**src/rtl/alu_arbiter.sv**
```systemverilog
// Round-robin arbiter sharing one combinational ALU between two requesters.
// Operands are latched at accept, held on the ALU for SETTLE_CYCLES, then the result is captured.
module alu_arbiter #(
  parameter int WIDTH         = 16,
  parameter int SETTLE_CYCLES = 1
) (
  input  logic             clk,
  input  logic             reset,
  input  logic             req0_valid,
  output logic             req0_ready,
  input  logic [3:0]       req0_op,
  input  logic [WIDTH-1:0] req0_a,
  input  logic [WIDTH-1:0] req0_b,
  input  logic             req1_valid,
  output logic             req1_ready,
  input  logic [3:0]       req1_op,
  input  logic [WIDTH-1:0] req1_a,
  input  logic [WIDTH-1:0] req1_b,
  output logic [WIDTH-1:0] alu_x,
  output logic [WIDTH-1:0] alu_y,
  output logic [3:0]       alu_c,
  input  logic [WIDTH-1:0] alu_z,
  input  logic             alu_lt,
  input  logic             alu_eq,
  input  logic             alu_gt,
  input  logic             alu_ovf,
  input  logic             alu_cout,
  output logic             rsp_valid,
  input  logic             rsp_ready,
  output logic             rsp_id,
  output logic [WIDTH-1:0] rsp_result,
  output logic [5:0]       rsp_flags,
  output logic [1:0]       dbg_state
);

  // Handshakes: a transfer happens in any cycle where valid && ready are both
  // high at the rising edge. Requester readies are combinational and only ever
  // high in IDLE (at most one at a time); the response is held until rsp_ready.

  typedef enum logic [1:0] {
    IDLE   = 2'd0,
    SETTLE = 2'd1,
    RESP   = 2'd2
  } state_t;

  localparam logic [3:0] CNT_LOAD = 4'(SETTLE_CYCLES - 1);

  state_t     state;
  logic       last_grant;
  logic [3:0] settle_cnt;
  logic       op_id;
  logic       grant0;
  logic       grant1;
  logic       legal_op;

  // last_grant == 1 means requester 0 wins the next tie.
  always_comb begin
    grant0 = (state == IDLE) && req0_valid && (!req1_valid || last_grant);
    grant1 = (state == IDLE) && req1_valid && (!req0_valid || !last_grant);
  end

  always_comb begin
    legal_op = 1'b0;
    case (alu_c)
      4'b0000, 4'b0001, 4'b0010, 4'b0011, 4'b0111: legal_op = 1'b1;
      default:                                       legal_op = 1'b0;
    endcase
  end

  assign req0_ready = grant0;
  assign req1_ready = grant1;
  assign dbg_state  = state;

  always_ff @(posedge clk) begin
    if (reset) begin
      state      <= IDLE;
      last_grant <= 1'b1;
      settle_cnt <= 4'd0;
      op_id      <= 1'b0;
      alu_x      <= '0;
      alu_y      <= '0;
      alu_c      <= 4'd0;
      rsp_valid  <= 1'b0;
      rsp_id     <= 1'b0;
      rsp_result <= '0;
      rsp_flags  <= 6'd0;
    end else begin
      case (state)
        IDLE: begin
          if (grant0 || grant1) begin
            alu_x      <= grant1 ? req1_a  : req0_a;
            alu_y      <= grant1 ? req1_b  : req0_b;
            alu_c      <= grant1 ? req1_op : req0_op;
            op_id      <= grant1;
            last_grant <= grant1;
            settle_cnt <= CNT_LOAD;
            state      <= SETTLE;
          end
        end
        SETTLE: begin
          if (settle_cnt == 4'd0) begin
            rsp_valid <= 1'b1;
            rsp_id    <= op_id;
            // Undefined opcodes report err and ignore whatever the ALU produced.
            if (legal_op) begin
              rsp_result <= alu_z;
              rsp_flags  <= {1'b0, alu_cout, alu_ovf, alu_gt, alu_eq, alu_lt};
            end else begin
              rsp_result <= '0;
              rsp_flags  <= 6'b100000;
            end
            state <= RESP;
          end else begin
            settle_cnt <= settle_cnt - 4'd1;
          end
        end
        RESP: begin
          if (rsp_ready) begin
            rsp_valid <= 1'b0;
            state     <= IDLE;
          end
        end
        default: state <= IDLE;
      endcase
    end
  end

endmodule

```
**config.mk**
```make
export PLATFORM = sky130hd
export DESIGN_NAME = alu_arbiter
export DESIGN_NICKNAME = d
export VERILOG_FILES = /design/src/rtl/alu_arbiter.sv
export SDC_FILE = /design/constraint.sdc
export NUM_CORES = 1
export LEC_CHECK = 0
export ABC_AREA = 1
export BUFFER_PORTS_ARGS = -buffer_cell sky130_fd_sc_hd__clkbuf_2
export CAP_MARGIN = 0
export CORE_MARGIN = 2
export CORE_UTILIZATION = 51
export DETAILED_ROUTE_END_ITERATION = 16
export MAX_ROUTING_LAYER = met4
export PLACE_DENSITY = 0.93
export SYNTH_ARGS = -nofsm -noshare
export SYNTH_HDL_FRONTEND = slang
export SYNTH_SLANG_ARGS = --single-unit
```
**constraint.sdc**
```tcl
create_clock -name clk -period 3.4 [get_ports clk]
set_clock_uncertainty 0.05 [all_clocks]
set_input_delay 0 -clock clk [delete_from_list [all_inputs] [get_ports clk]]
set_output_delay 0 -clock clk [all_outputs]
set_load 0.01 [all_outputs]
```
Word-level counts from Yosys, hierarchy flattened
Cells that the tools add are included.
Widths: inputs -> output; s select.
- $add $sub $neg: 1
- eq/ne operators: 10
- muxes and demuxes: 16
- reduce and logical (&&, ||, !) cells: 21
- operators with widths (operator ; number):
    $mux 16 ; 3
    $mux 4 ; 3
    $reduce_and 3->1 ; 3
    $eq 4x2->1 const B ; 2
    $logic_not 4->1 ; 2
    $pmux 4 s2 ; 1
    $mux 2 ; 3
    $mux 6 ; 1
    $ne 2x2->1 const B ; 3
    $pmux 2 s3 ; 1
    $reduce_or 5->1 ; 1
    $eq 4x1->1 const B ; 1
    $eq 4x3->1 const B ; 1
    $logic_and 1x1->1 ; 4
    $reduce_and 2->1 ; 2
    $reduce_bool 2->1 ; 2
    $sub 4x1->4 const B ; 1
    $logic_not 1->1 ; 3
    $logic_or 1x1->1 ; 3
    $mux 1 ; 3
    $eq 2x1->1 const B ; 1
    $eq 2x2->1 const B ; 1
    $logic_not 2->1 ; 1
    $ne 2x1->1 const B ; 1
    $pmux 1 s2 ; 1
- flip-flop bits (word level): 68
- input port bits: 98
- output and inout port bits: 64
- word-level logic and storage cells: 59

Depth between registers and ports, before layout
Gate-level depths: netlist of the first run.
- depth in word-level cells: 6
- depth in mapped cells: 8
- mapped depth without buffers: 8

Worst setup path before layout of the first run
Ideal clock, no wire load.
- path kind: reg2reg
- start: register state[0], in the netlist dbg_state[0]
- end: register alu_y[10]
- setup time: 109 ps
- arrival: 1172 ps
- data required time: 3241 ps
- setup slack: 2068 ps
- cell stages (with the launch flop): 8
- path buffers: 2
- period minus slack after synthesis: 1332 ps
- path through: dfxtp_1 -> nor2_2 -> buf_6 -> o21ai_4 -> buf_6 -> a21oi_1 -> nand2_1 -> inv_1
- word-level cells in the longest chain between the ends: 5
- elaborated cells between the ends (all ways): 8
- those cells by class: mux: 1; reduce/logical: 7
- ends and longest elaborated chain (what ; RTL line ; source):
    from (decl) ; 48 ; state_t state;
    from (signal assigned) ; 76 ; state <= IDLE;
    from (signal assigned) ; 97 ; state <= SETTLE;
    from (signal assigned) ; 112 ; state <= RESP;
    $logic_not 2->1 * ; 58, 59, 88 ;
    $logic_and 1x1->1, on equally long branches (2 in series) ; 58, 59 ;
    $logic_or 1x1->1 ; 90 ; if (grant0 || grant1) begin
    $reduce_and 2->1 (no source line) ; -- ;
    to (signal assigned) ; 92 ; alu_y <= grant1 ? req1_b : req0_b;
    to (decl) ; 20 ; output logic [WIDTH-1:0] alu_y,
Every way passes the cells marked *; elsewhere a longest branch is shown, timed or not.
A chain may end at the register's enable or synchronous reset.

Worst setup path in the final report of the first run
- start: register last_grant
- end: register alu_y[3]
- word-level cells in the longest chain between the ends: 5
- elaborated cells between the ends (all ways): 8
- those cells by class: mux: 1; reduce/logical: 7
- ends and longest elaborated chain (what ; RTL line ; source):
    from (decl) ; 49 ; logic last_grant;
    from (signal assigned) ; 95 ; last_grant <= grant1;
    $logic_not 1->1 ; 59 ; grant1 = (state == IDLE) && req1_valid && (!req0_valid || !last_grant);
    $logic_or 1x1->1 ; 59 ;
    $logic_and 1x1->1 ; 59 ;
    $logic_or 1x1->1 ; 90 ;
    $reduce_and 2->1 (no source line) ; -- ;
Parallel ways exist; a longest one is shown, timed or not.

==> results.tsv, run 1 <==
stage	metric	value	unit
status	status	complete, no violations	
synthesis	share of the synthesized area in the top cell type	38.0	%
synthesis	synthesized flop and latch total	68	
sta	Max Clk Rate	331	MHz
finish	area added between synthesis and finish	50.9	%
worst_setup_path	Crit. End Element	flip-flop	
clocking	Worst-path clk slew	0.08	ns
sta	Setup violations, final	0	
sta	Fin. Hold Viols	0	
sta	unrepaired setup endpoints after global routing	no	
worst_setup_path	Setup Crit Path Kind	flip-flop to flip-flop	
power_and_ir_drop	pwr dens	586	nW/um^2
finish	Nets	821	
clocking	clock root buffer	clkbuf_8	
finish	layout cells sized above 1	32.1	%
route	vias post-DR	4421	
route	DRT antenna net count	0	
synthesis	xor-xnor portion of the synthesized cell area	0	%
sta	Slew Viols, Final	0	
worst_hold_path	min-delay src	req1_b[9]	
synthesis	post-synthesis compound-gate area fraction	10.9	%
sta	Relative slew margins	39.4	%
synthesis	post-synthesis cell area	3580	sq um
job	Max-Cap Viols	0	
synthesis	simple-gate share of the synthesized area	34.3	%
synthesis	Cells after Synth	489	
placed_design	detailed placement HPWL	6800	um
worst_setup_path	CP required	3.59	ns
route	via/cell ratio	5.38	
synthesis	Seq/Total Area, Yosys	38.0	%
worst_hold_path	Hold Path Sink	alu_y[9]	
grt	vias in the first global route	4440	
worst_setup_path	crit path launch type	flip-flop	
sta	TNS Setup	0	ns
finish	# diodes	0	
sta	Tmin final	3.02	ns
worst_setup_path	CP Data Arrival Time	3.21	ns
synthesis	area leader, netlist	dfxtp_1	
synthesis	Syn Nets	589	
synthesis	adder-cell share of the synthesized area	0.699	%
floorplan	Starting Density	52.7	%
worst_setup_path	R2R Path End	alu_y[3]	
clocking	Clock Path Buffers	2	
route	Post-Route WL	12700	um
worst_setup_path	r2r setup slk	0.38	ns
clocking	CTS Buf Count	9	
route	DRC viols	0	
worst_setup_path	crit path max fanout	39	
finish	post-route cell area	5410	sq um
clocking	CTS Sinks	68	
synthesis	post-synthesis mux area share	0	%
power_and_ir_drop	VDD IR-drop max	334	uV
route	initial DRC count	302	
worst_setup_path	R2R Path Start	last_grant	
route	drt wl/cell	15.4	um
synthesis	syn avg cell area	7.33	sq um
floorplan	die area	7710	sq um
sta	WHS	0.0111	ns
finish	fin cells	822	
synthesis	Yosys warnings	0	
power_and_ir_drop	Leak Pwr	0.00274	uW
worst_hold_path	HP Class	primary input to flip-flop	
clocking	H-tree lvl count	3	
sta	Tcrit/Tclk final	88.7	%
route	first-pass iteration count of the detailed router	5	
synthesis	Synth area leaders	dfxtp_1, nand2_1, nand3_2	
placed_design	Placer Congestion	0.896	
synthesis	largest family of logic cells by synthesized area	simple AND/OR/NAND/NOR gates	
worst_setup_path	R2R depth	7	
synthesis	Yosys cell types	27	
clocking	CTS tree	built	
floorplan	die span in x	87.8	um
floorplan	FP Rows	30	
floorplan	IO Pins	162	
clocking	clock latency on the worst-skew pair	0.34	ns
floorplan	core area	6790	sq um
grt	initial antenna violation count	0	
placed_design	IO buf count	161	
power_and_ir_drop	Pwr Total	3170	uW
grt	total gr overflow	0	
grt	total track usage	33.3	%
worst_hold_path	hold depth	5	
placed_design	dpl cells	715	
sta	Slew @ Worst Pin	0.909	ns
grt	first-pass GRT wire length	19500	um
grt	largest net degree at the start of global routing	40	
placed_design	Placed Instance Area	4290	sq um
floorplan	height of the die	87.8	um
==> power by group <==
group | switching, uW | internal (uW)
clock network | 343 | 349
registers | 105 | 961
logic | 839 | 572
==> kinds of logic after synthesis <==
group	Yosys count
and+or+nand+nor	231
buffers and inverters	120
AOI/OAI and AO/OA	68
DFF	68
adders and majority gates	2
==> critical path: stages, from the launching register on <==
cell           delay, ns
dfxtp_1             0.33
nand2_2             0.58
nand3_2             0.82
nand2_1             0.34
nand3_2             0.08
dlygate4sd3_1       0.58
nand2_1             0.09
inv_1               0.04
==> what timing repair did <==
| item | 4_1_cts | 5_1_grt |
|---|---|---|
| resized for setup | 0 | 0 |
| endpoints found under the setup margin | 0 | 0 |
| hold buffers | 91 | 0 |
| buffers inserted | 0 | 0 |
| endpoints found under the hold margin | 59 | 0 |
==> worst max-delay path by stage <==
stage / start / to / slack, ns / cells after the start
after floorplan: dbg_state[0] / alu_y[10] / 2.07 / 7
after global placement: dbg_state[0] / alu_y[8] / 1.24 / 6
after detailed placement: dbg_state[0] / alu_y[12] / 1.11 / 6
after CTS: dbg_state[0] / alu_y[6] / 0.56 / 7
after global routing: last_grant / alu_y[3] / 0.28 / 7
final: last_grant / alu_y[3] / 0.38 / 7
==> area by class of cell <==
cell class / count / area (sq um)
multi-input combinational: 301 / 1650
clock inverter: 7 / 80.1
inverter: 85 / 327
tap: 96 / 120
fill: 416 / 1390
sequential: 68 / 1360
timing repair buffer: 256 / 1750
clock buffer: 9 / 124
==> through the flow <==
step	utilization [%]	worst slack, ns
3_3_place_gp	63.1	1.24
4_1_cts	79.6	0.564
6_report	79.6	0.383
5_1_grt	79.6	0.276
2_1_floorplan	-	2.07
3_5_place_dp	63.1	1.11
==> cell usage in the layout, fill, tap and decap left out <==
| cell type | instances |
|---|---|
| a21o_1 | 1 |
| o21ai_4 | 1 |
| a21oi_2 | 10 |
| inv_6 | 4 |
| a21oi_1 | 53 |
| ha_1 | 2 |
| nand3_2 | 33 |
| nand3b_1 | 1 |
| nor3_1 | 1 |
| nand4_1 | 36 |
| bufinv_16 | 1 |
| nand2_1 | 111 |
| nand2_2 | 3 |
| inv_2 | 1 |
| buf_4 | 4 |
| inv_8 | 1 |
| o21ai_1 | 1 |
| clkinvlp_4 | 2 |
| nor2_1 | 10 |
| inv_1 | 83 |
| o21ai_0 | 2 |
| nor2_2 | 2 |
| clkbuf_2 | 161 |
| dlygate4sd3_1 | 91 |
| nand3_1 | 33 |
| dfxtp_1 | 68 |
| clkbuf_8 | 9 |
| nor2_4 | 1 |
==> synthesized netlist by cell type, drive strengths merged <==
cell,n
buf,29
nor2,13
nand3,66
inv,85
nand4,36
nor3,1
a21o,1
dfxtp,68
a21oi,63
ha,2
o21ai,4
clkbuf,6
nand2,114
nand3b,1
==> sequential cells by signal, summed over array words and instances (netlist names) <==
signal and flops:
alu_y 16, alu_x 16, settle_cnt 4, alu_c 4, op_id 1, rsp_flags 6, rsp_result 16, rsp_valid 1
rsp_id 1, dbg_state 2, last_grant 1
==> per-layer routing <==
metal	GRT usage (%)	share of wire [%]	vias to the layer above
li1	-	-	2037
met1	33.2	37	2058
met2	58.3	52	252
met3	6.60	5.8	74
met4	22.8	5.3	0
met5	-	0	-
No activity file was read; power rests on OpenSTA's default activity.
==> inputs of run 2 (changes only) <==
- BUFFER_PORTS_ARGS: -buffer_cell sky130_fd_sc_hd__clkbuf_2 -> -buffer_cell sky130_fd_sc_hd__buf_2
==> results.tsv, run 2 (same netlist as run 1, synthesis figures left out) <==
stage	metric	value	unit	change
finish	# fillers	407		was 416
placed_design	detailed placement HPWL	6790	um	was 6800 um
sta	Slew Viols, Final	0		unchanged
worst_setup_path	r2r setup slk	0.30	ns	was 0.38 ns
route	Highest Signal Layer	met4		unchanged
placed_design	Placer Congestion	0.886		was 0.896
sta	Max Clk Rate	322	MHz	was 331 MHz
floorplan	IO Pins	162		unchanged
worst_hold_path	HP Class	primary input to flip-flop		unchanged
finish	post-route cell area	5370	sq um	was 5410 sq um
sta	final setup margin	0.299	ns	was 0.383 ns
worst_setup_path	Setup Crit Path Kind	flip-flop to flip-flop		unchanged
grt	largest net degree at the start of global routing	40		unchanged
worst_setup_path	slowest CP cell	nand3_2		unchanged
route	DRC viols	0		unchanged
worst_setup_path	CP Data Arrival Time	3.29	ns	was 3.21 ns
power_and_ir_drop	pwr dens	586	nW/um^2	about the same
route	drt wl/cell	15.6	um	was 15.4 um
sta	Fin. Hold Viols	0		unchanged
grt	total gr overflow	0		unchanged
route	via/cell ratio	5.39		was 5.38
clocking	CTS tree	built		unchanged
finish	register area	1360	sq um	unchanged
worst_setup_path	critical path, cell by cell	nor2_2, nand3_2, nand2_1, nand3_2, dlygate4sd3_1, nand2_1, inv_1		was nand2_2, nand3_2, nand2_1, nand3_2, dlygate4sd3_1, nand2_1, inv_1
placed_design	Place WS	1.01	ns	was 1.11 ns
worst_setup_path	crit path max fanout	39		unchanged
clocking	clock latency on the worst-skew pair	0.34	ns	about the same
clocking	Worst-path clk slew	0.08	ns	about the same
worst_setup_path	crit path launch type	flip-flop		unchanged
sta	WHS	0.00154	ns	was 0.0111 ns
sta	Relative slew margins	43.6	%	was 39.4%
finish	area added between synthesis and finish	49.8	%	was 50.9%
floorplan	height of the die	87.8	um	unchanged
sta	Slew @ Worst Pin	0.845	ns	was 0.909 ns
finish	most frequent cells in the layout	buf_2, nand2_1, dlygate4sd3_1		was clkbuf_2, nand2_1, dlygate4sd3_1
sta	TNS Setup	0	ns	unchanged
floorplan	die area	7710	sq um	unchanged
floorplan	die span in x	87.8	um	unchanged
worst_setup_path	Crit. End Element	flip-flop		unchanged
route	DRT antenna net count	0		unchanged
clocking	CTS Sinks	68		unchanged
status	status	complete, no violations		unchanged
grt	initial antenna violation count	0		unchanged
finish	commonest non-fill, non-tap cell in the layout	buf_2		was clkbuf_2
sta	Tmin final	3.10	ns	was 3.02 ns
floorplan	FP Rows	30		unchanged
grt	first-pass GRT wire length	19900	um	was 19500 um
floorplan	core area	6790	sq um	unchanged
power_and_ir_drop	VDD IR-drop max	331	uV	was 334 uV
finish	layout cells sized above 1	32.3	%	was 32.1%
route	metal2 WL	6690	um	was 6630 um
clocking	Clock Path Buffers	2		unchanged
route	Metal-1 WL	4560	um	was 4620 um
route	first-pass iteration count of the detailed router	7		was 5
clocking	post-cts resize count	0		unchanged
route	initial DRC count	285		was 302
route	vias post-DR	4411		was 4421
finish	Nets	817		was 821
grt	vias in the first global route	4358		was 4440
power_and_ir_drop	Leak Pwr	0.00274	uW	about the same
finish	Regs by FF count	alu_x x16, alu_y x16, rsp_result x16		unchanged
clocking	clock root buffer	clkbuf_8		unchanged
placed_design	IO buf count	161		unchanged
route	Post-Route WL	12800	um	was 12700 um
route	WL met3	802	um	was 735 um
sta	unrepaired setup endpoints after global routing	no		unchanged
finish	multi-input logic area	1650	sq um	unchanged
power_and_ir_drop	Pwr Total	3150	uW	was 3170 uW
sta	Tcrit/Tclk final	91.2	%	was 88.7%
job	Max-Cap Viols	0		unchanged
clocking	CTS Buf Count	9		unchanged
floorplan	Starting Density	52.7	%	unchanged
worst_setup_path	CP max stage delay	0.84	ns	was 0.82 ns
sta	Setup violations, final	0		unchanged
clocking	H-tree lvl count	3		unchanged
worst_setup_path	CP required	3.59	ns	about the same
clocking	setup bufs post-CTS	0		unchanged
grt	total track usage	34.2	%	was 33.3%
placed_design	Placed Instance Area	4290	sq um	unchanged
run 2: worst paths after layout:
path	startpoint	end	cells after the start
worst max-delay path	dbg_state[0]	alu_y[12]	7
worst max register to register	dbg_state[0]	alu_y[12]	7
worst min-delay path	req1_a[12]	alu_x[12]	5
worst min register to register	rsp_valid	rsp_valid	2
run 2: layout make-up:
type	count	share of cell area, %
Multi-Input combinational cell	301	30.7
Tap cell	96	2.24
Clock buffer	9	2.31
Inverter	85	6.08
Timing Repair Buffer	252	31.8
Sequential cell	68	25.4
Antenna cell	1	0.0466
Clock inverter	7	1.49
run 2: power by group:
| group | leakage [uW] | switching (uW) | internal [uW] | total (uW) |
|---|---|---|---|---|
| logic | 0.00209 | 832 | 559 | 1390 |
| registers | 0.000560 | 101 | 961 | 1060 |
| clock network | 0.0000973 | 345 | 349 | 694 |
run 2: metal layers:
| layer | vias to the layer above | track usage (%) |
|---|---|---|
| met5 | - | - |
| met1 | 2032 | 35.2 |
| met4 | 0 | 19.7 |
| met3 | 78 | 5.09 |
| li1 | 2026 | - |
| met2 | 275 | 61.3 |
run 2: repair_timing:
item	4_1_cts	5_1_grt
setup endpoints to repair	0	0
hold buffers	87	0
endpoints found under the hold margin	59	0
run 2: worst max-delay path: cells and delay by family, from the launching register on:
family / cells / cell delay (ns)
simple gates: 5 / 1.98
flops: 1 / 0.36
buf+inv: 2 / 0.60
run 2: stage by stage:
stage                     util [%]  cells
final                         79.0    819
after detailed placement      63.1    715
after CTS                     79.0    818
after global routing          79.0    818
after floorplan                  -    489
after global placement        63.1    715
